**config.mk**
```make
export PLATFORM = sky130hd
export DESIGN_NAME = sm83_irq_ctrl_flat
export DESIGN_NICKNAME = d
export VERILOG_FILES = /design/src/rtl/sm83_irq_ctrl_if.sv /design/src/rtl/sm83_irq_ctrl.sv /design/src/flat_wrapper.sv
export SDC_FILE = /design/constraint.sdc
export NUM_CORES = 1
export LEC_CHECK = 0
export ABC_AREA = 1
export BUFFER_PORTS_ARGS = -buffer_cell sky130_fd_sc_hd__buf_2
export CAP_MARGIN = 40
export CORE_MARGIN = 1
export CORE_UTILIZATION = 44
export CTS_CLUSTER_SIZE = 28
export DETAILED_ROUTE_END_ITERATION = 12
export PLACE_DENSITY_LB_ADDON = 0.2
export SYNTH_ARGS = -nofsm -noshare
export SYNTH_HDL_FRONTEND = slang
export SYNTH_SLANG_ARGS = --single-unit
```
**constraint.sdc**
```tcl
create_clock -name clk -period 1.71 [get_ports clk]
set_input_delay 0 -clock clk [delete_from_list [all_inputs] [get_ports clk]]
set_output_delay 0 -clock clk [all_outputs]
set_load 0.01 [all_outputs]
```
**src/rtl/sm83_irq_ctrl_if.sv**
```systemverilog
// rtl/sm83_irq_ctrl_if.sv - CPU-side bus between the SM83 core and its interrupt controller
interface sm83_irq_ctrl_if #(
  parameter int NUM_SRC = 5
);
  logic [NUM_SRC-1:0] irq_req;
  logic               if_wr_en;
  logic [7:0]         if_wr_data;
  logic               ie_wr_en;
  logic [7:0]         ie_wr_data;
  logic [7:0]         if_rd_data;
  logic [7:0]         ie_rd_data;
  logic               ctl_di;
  logic               ctl_ei;
  logic               ctl_reti;
  logic               instr_boundary;
  logic               dispatch_req;
  logic [15:0]        dispatch_vec;
  logic               dispatch_ack;
  logic               ime;
  logic               wake;

  modport slave (
    input  irq_req, if_wr_en, if_wr_data, ie_wr_en, ie_wr_data,
    input  ctl_di, ctl_ei, ctl_reti, instr_boundary, dispatch_ack,
    output if_rd_data, ie_rd_data, dispatch_req, dispatch_vec, ime, wake
  );

  modport master (
    output irq_req, if_wr_en, if_wr_data, ie_wr_en, ie_wr_data,
    output ctl_di, ctl_ei, ctl_reti, instr_boundary, dispatch_ack,
    input  if_rd_data, ie_rd_data, dispatch_req, dispatch_vec, ime, wake
  );
endinterface

```
**src/rtl/sm83_irq_ctrl.sv**
```systemverilog
// rtl/sm83_irq_ctrl.sv - SM83 interrupt controller: IF/IE registers, IME with delayed EI, vectored dispatch
module sm83_irq_ctrl #(
  parameter int          NUM_SRC    = 5,
  parameter logic [15:0] VEC_BASE   = 16'h0040,
  parameter logic [15:0] VEC_STRIDE = 16'h0008
) (
  input logic           clk,
  input logic           rst,
  sm83_irq_ctrl_if.slave bus
);

  typedef enum logic {IDLE, REQ} state_t;

  state_t             state, state_n;
  logic [NUM_SRC-1:0] if_q, if_n;
  logic [7:0]         ie_q, ie_n;
  logic               ime_q, ime_n;
  logic               ei_pend, ei_pend_n;
  logic [2:0]         src_q, src_n;
  logic [NUM_SRC-1:0] pending;
  logic [2:0]         first_src;
  logic               start;

  assign pending = ie_q[NUM_SRC-1:0] & if_q;

  // Fixed priority: scan from the top so the lowest set index is left last.
  always_comb begin
    first_src = 3'd0;
    for (int i = NUM_SRC - 1; i >= 0; i--) begin
      if (pending[i]) first_src = 3'(i);
    end
  end

  assign start = (state == IDLE) && ime_q && (|pending) && bus.instr_boundary;

  always_comb begin
    state_n   = state;
    if_n      = if_q;
    ie_n      = ie_q;
    ime_n     = ime_q;
    ei_pend_n = ei_pend;
    src_n     = src_q;

    if (bus.ie_wr_en) ie_n = bus.ie_wr_data;

    // Write, then ack clear, then hardware set: a new request is never lost.
    if (bus.if_wr_en) if_n = bus.if_wr_data[NUM_SRC-1:0];
    if (state == REQ && bus.dispatch_ack) begin
      for (int i = 0; i < NUM_SRC; i++) begin
        if (3'(i) == src_q) if_n[i] = 1'b0;
      end
    end
    if_n = if_n | bus.irq_req;

    if (ei_pend && bus.instr_boundary) begin
      ime_n     = 1'b1;
      ei_pend_n = 1'b0;
    end
    if (bus.ctl_ei) ei_pend_n = 1'b1;
    if (bus.ctl_reti) begin
      ime_n     = 1'b1;
      ei_pend_n = 1'b0;
    end

    case (state)
      IDLE: begin
        if (start) begin
          state_n   = REQ;
          src_n     = first_src;
          ime_n     = 1'b0;
          ei_pend_n = 1'b0;
        end
      end
      REQ: begin
        if (bus.dispatch_ack) state_n = IDLE;
      end
      default: state_n = IDLE;
    endcase

    // DI is applied last so it overrides EI and RETI in the same cycle.
    if (bus.ctl_di) begin
      ime_n     = 1'b0;
      ei_pend_n = 1'b0;
    end
  end

  always_ff @(posedge clk) begin
    if (rst) begin
      state   <= IDLE;
      if_q    <= '0;
      ie_q    <= 8'h00;
      ime_q   <= 1'b0;
      ei_pend <= 1'b0;
      src_q   <= 3'd0;
    end else begin
      state   <= state_n;
      if_q    <= if_n;
      ie_q    <= ie_n;
      ime_q   <= ime_n;
      ei_pend <= ei_pend_n;
      src_q   <= src_n;
    end
  end

  always_comb begin
    bus.if_rd_data = 8'hFF;
    bus.if_rd_data[NUM_SRC-1:0] = if_q;
  end

  assign bus.ie_rd_data   = ie_q;
  assign bus.ime          = ime_q;
  assign bus.wake         = |pending;
  assign bus.dispatch_req = (state == REQ);
  assign bus.dispatch_vec = (state == REQ) ? 16'(VEC_BASE + {13'd0, src_q} * VEC_STRIDE)
                                           : VEC_BASE;

endmodule

```
**src/flat_wrapper.sv**
```systemverilog
// flat-port wrapper written by rule: the top's interface ports become plain ports
module sm83_irq_ctrl_flat 
#(
  parameter int          NUM_SRC    = 5,
  parameter logic [15:0] VEC_BASE   = 16'h0040,
  parameter logic [15:0] VEC_STRIDE = 16'h0008
)
  (clk, rst, bus_irq_req, bus_if_wr_en, bus_if_wr_data, bus_ie_wr_en, bus_ie_wr_data, bus_ctl_di, bus_ctl_ei, bus_ctl_reti, bus_instr_boundary, bus_dispatch_ack, bus_if_rd_data, bus_ie_rd_data, bus_dispatch_req, bus_dispatch_vec, bus_ime, bus_wake);
  sm83_irq_ctrl_if #(.NUM_SRC(NUM_SRC)) bus_i ();
  input logic clk;
  input logic rst;
  input wire logic [$bits(bus_i.irq_req)-1:0] bus_irq_req;
  input wire logic [$bits(bus_i.if_wr_en)-1:0] bus_if_wr_en;
  input wire logic [$bits(bus_i.if_wr_data)-1:0] bus_if_wr_data;
  input wire logic [$bits(bus_i.ie_wr_en)-1:0] bus_ie_wr_en;
  input wire logic [$bits(bus_i.ie_wr_data)-1:0] bus_ie_wr_data;
  input wire logic [$bits(bus_i.ctl_di)-1:0] bus_ctl_di;
  input wire logic [$bits(bus_i.ctl_ei)-1:0] bus_ctl_ei;
  input wire logic [$bits(bus_i.ctl_reti)-1:0] bus_ctl_reti;
  input wire logic [$bits(bus_i.instr_boundary)-1:0] bus_instr_boundary;
  input wire logic [$bits(bus_i.dispatch_ack)-1:0] bus_dispatch_ack;
  output wire logic [$bits(bus_i.if_rd_data)-1:0] bus_if_rd_data;
  output wire logic [$bits(bus_i.ie_rd_data)-1:0] bus_ie_rd_data;
  output wire logic [$bits(bus_i.dispatch_req)-1:0] bus_dispatch_req;
  output wire logic [$bits(bus_i.dispatch_vec)-1:0] bus_dispatch_vec;
  output wire logic [$bits(bus_i.ime)-1:0] bus_ime;
  output wire logic [$bits(bus_i.wake)-1:0] bus_wake;
  assign bus_i.irq_req = bus_irq_req;
  assign bus_i.if_wr_en = bus_if_wr_en;
  assign bus_i.if_wr_data = bus_if_wr_data;
  assign bus_i.ie_wr_en = bus_ie_wr_en;
  assign bus_i.ie_wr_data = bus_ie_wr_data;
  assign bus_i.ctl_di = bus_ctl_di;
  assign bus_i.ctl_ei = bus_ctl_ei;
  assign bus_i.ctl_reti = bus_ctl_reti;
  assign bus_i.instr_boundary = bus_instr_boundary;
  assign bus_i.dispatch_ack = bus_dispatch_ack;
  assign bus_if_rd_data = bus_i.if_rd_data;
  assign bus_ie_rd_data = bus_i.ie_rd_data;
  assign bus_dispatch_req = bus_i.dispatch_req;
  assign bus_dispatch_vec = bus_i.dispatch_vec;
  assign bus_ime = bus_i.ime;
  assign bus_wake = bus_i.wake;
  sm83_irq_ctrl #(.NUM_SRC(NUM_SRC), .VEC_BASE(VEC_BASE), .VEC_STRIDE(VEC_STRIDE)) u_core (.clk(clk), .rst(rst), .bus(bus_i));
endmodule
```
==> PnR_summary.wiki <==
{| class="wikitable"
! Metric !! Value
|-
| Leakage power || 0.0007976 uW
|-
| Category of the worst setup path launch point || register
|-
| Setup repair after global routing missed its margin || no
|-
| First-pass GRT wire length || 4.140 mm
|-
| # rows || 16
|-
| Slowest stage cell, crit path || dlygate4sd3_1
|-
| 1st-iter DRT viols || 11
|-
| Top cell by count, worst path || nand2_1
|-
| Net switching power || 264.0 uW
|-
| Total congestion overflow || 0
|-
| Initial antenna violation count || 0
|-
| Cells after synthesis || 145
|-
| Total GRT Usage || 22.08%
|-
| Power density cells || 633.0 nW/um2
|-
| Total negative slack || 0 ns
|-
| Final net count || 247
|-
| Via count normalized by instance count || 4.407
|-
| Fin Hold WS || 0.05543 ns
|-
| Pin count of the biggest net entering global routing || 11
|-
| Reg area || 385.4 um2
|-
| Worst slack at placement || 0.5798 ns
|-
| Number of I/O pins || 65
|-
| Power Internal || 662.7 uW
|-
| Final worst slack || 0.1559 ns
|-
| Largest buffer count on any clock path || 2
|-
| Number of antenna-violating nets in the routed design || 0
|-
| Count of final setup violators || 0
|-
| H-tree level count || 1
|-
| Delay contributed by the slowest stage of the critical path || 0.56 ns
|-
| Overall Power || 926.6 uW
|-
| Pins Over Slew Limit || 0
|-
| Number of port buffers || 45
|-
| Ys Warns || 0
|-
| Width of the die || 49.52 um
|-
| DRC violations left || 0
|-
| Relative contribution of the clock network to total power || 24.9%
|-
| First-pass DRT Iterations || 4
|-
| Clock root cell || clkbuf_4
|-
| Placeable core region || 2042 um2
|-
| Number of clock sinks || 19
|-
| WL per Instance || 10.16 um
|-
| Placed cell count || 213
|-
| Final period util || 90.88%
|-
| Outcome || complete, no violations
|-
| CP Class || register to register
|-
| Minimum clock period after layout || 1.554 ns
|-
| Clock latency at the later pin of the worst-skew pair || 0.30 ns
|-
| Hold Vio Cnt, Final || 0
|-
| Class of the worst hold path || primary input to register
|-
| Distinct cell type count after synthesis || 16
|-
| Number of cells in the finished layout apart from fillers || 243
|-
| Area of the multi-input gates || 456.7 um2
|-
| Required time reported for the critical path endpoint || 1.91 ns
|-
| Fraction of the yosys area taken by sequential cells || 38.29%
|-
| Via count || 1,071
|-
| Clock tree from TritonCTS || built
|-
| Kind of capture point of the worst setup path || register
|-
| Starting utilization of the core area || 48.65%
|-
| Mean instance size in the synthesized netlist || 6.851 um2
|-
| Critical path cell sequence || nand2_1, nand2_1, nor2_1, nand2_1, nand2_2, nand2_1, nor2_1, dlygate4sd3_1
|-
| Final estimated routing congestion in global placement || 0.8028
|-
| Logic gate share of total power || 22.5%
|-
| Highest fanout seen on the critical path || 3
|-
| Vias in the first global route || 1,015
|-
| Arr. time, crit path || 1.75 ns
|-
| Portion of total power attributed to sequential cells || 52.6%
|-
| Layout cell share with drive strength beyond 1 || 26.39%
|-
| Sw frac || 28.49%
|-
| Max-cap violation count || 0
|-
| Height of the die || 49.52 um
|-
| F_max || 643.5 MHz
|-
| Clk slew on worst S/H paths || 0.11 ns
|-
| Final clock skew || 0.006671 ns
|-
| Number of register bits inferred by synthesis || 19
|-
| Layout Area Growth over Synthesis || 47.35%
|-
| Netlist area before placement || 993.5 um2
|-
| Antenna diode count || 0
|-
| Sum of net half-perimeters after detailed placement || 1.602 mm
|-
| Die area || 2452 um2
|-
| Drt total wl || 2.469 mm
|-
| Number of CTS-inserted buffers || 3
|-
| Max VDD drop || 0.5660 mV
|-
| Number of filler cells placed in the layout || 174
|}
[layer usage]
| layer | track usage (%) | up-vias | share of wire, % |
|---|---|---|---|
| met5 | 0 | - | 0 |
| met4 | 10.48 | 0 | 2.0 |
| met3 | 2.160 | 5 | 4.5 |
| met2 | 39.04 | 38 | 50 |
| met1 | 26.62 | 467 | 43 |
| li1 | - | 561 | - |
[repair_timing]
action	4_1_cts	5_1_grt
hold buffers	25	0
gates resized for setup	0	4
endpoints found under the hold margin	17	0
setup endpoints to repair	0	7
setup buffers	0	1
[metrics by stage]
stage          util (%)  cell area, um2
5_1_grt           71.69            1464
2_1_floorplan         -            1046
3_5_place_dp      57.41            1172
3_3_place_gp      57.41            1172
6_report          71.69            1464
4_1_cts           70.96            1449
[layout by cell type (no fill, tap or decap), types with 5 or more instances in the layout]
cell type,Yosys,layout
inv_1,21,21
nand3_1,5,5
nand2_1,23,22
o21ai_0,19,19
dlygate4sd3_1,0,25
a21oi_1,9,9
dfxtp_1,19,17
buf_2,1,45
conb_1,2,16
nor2_1,22,22
[final cells by class]
type                       count  area share [%]
tap                           27           2.308
timing repair buffer          71           32.99
sequential                    19           26.32
clock buffer                   4           1.795
inverter                      21           5.385
multi-input combinational    101           31.20
[Yosys cell counts]
| cell | number | area, um2 |
|---|---|---|
| a21boi_0 | 1 | 7.510 |
| a21oi_1 | 9 | 45.04 |
| a21oi_2 | 1 | 8.760 |
| buf_2 | 1 | 5.000 |
| buf_4 | 17 | 127.6 |
| conb_1 | 2 | 7.510 |
| dfxtp_1 | 19 | 380.4 |
| inv_1 | 21 | 78.83 |
| nand2_1 | 23 | 86.33 |
| nand2_2 | 2 | 12.51 |
| nand3_1 | 5 | 25.02 |
| nand4_1 | 1 | 6.260 |
| nor2_1 | 22 | 82.58 |
| nor3b_4 | 1 | 18.77 |
| o21ai_0 | 19 | 95.09 |
| or2_2 | 1 | 6.260 |
[worst max-delay path, delay by kind of cell (launching register included)]
kind                   cells  cell delay (ns)
buffers and inverters      1             0.56
AND/OR/NAND/NOR            7             0.53
flip-flops                 1             0.37
[state kept, by name, summed over array words and instances (netlist names)]
register and cells:
u_core.bus.dispatch_req 1, u_core.bus.ie_rd_data 8, u_core.bus.ime 1, u_core.ei_pend 1, u_core.if_q 5, u_core.src_q 3
[path summary, 6_finish.rpt]
check / start / endpoint / slack [ns] / depth (start not counted)
max: u_core.bus.ie_rd_data[2] / u_core.ei_pend / 0.16 / 8
max reg2reg: u_core.bus.ie_rd_data[2] / u_core.ei_pend / 0.16 / 8
min: bus_ie_wr_en / u_core.bus.ie_rd_data[1] / 0.06 / 3
min reg2reg: u_core.bus.ie_rd_data[6] / u_core.bus.ie_rd_data[6] / 0.50 / 2
[kinds of logic after synthesis]
family | share of synthesized area (%)
buf+inv | 21.28
compound gates | 15.74
simple gates | 23.93
other cells | 0.7559
flops | 38.29
[power by group through the flow]
stage	Clock (uW)	Combinational (uW)	Sequential, uW
2_1_floorplan	0	109	506
3_3_place_gp	0	156	497
3_5_place_dp	0	159	498
4_1_cts	232	205	488
5_1_grt	255	233	492
6_report	231	208	488
No activity file was read; power rests on OpenSTA's default activity.
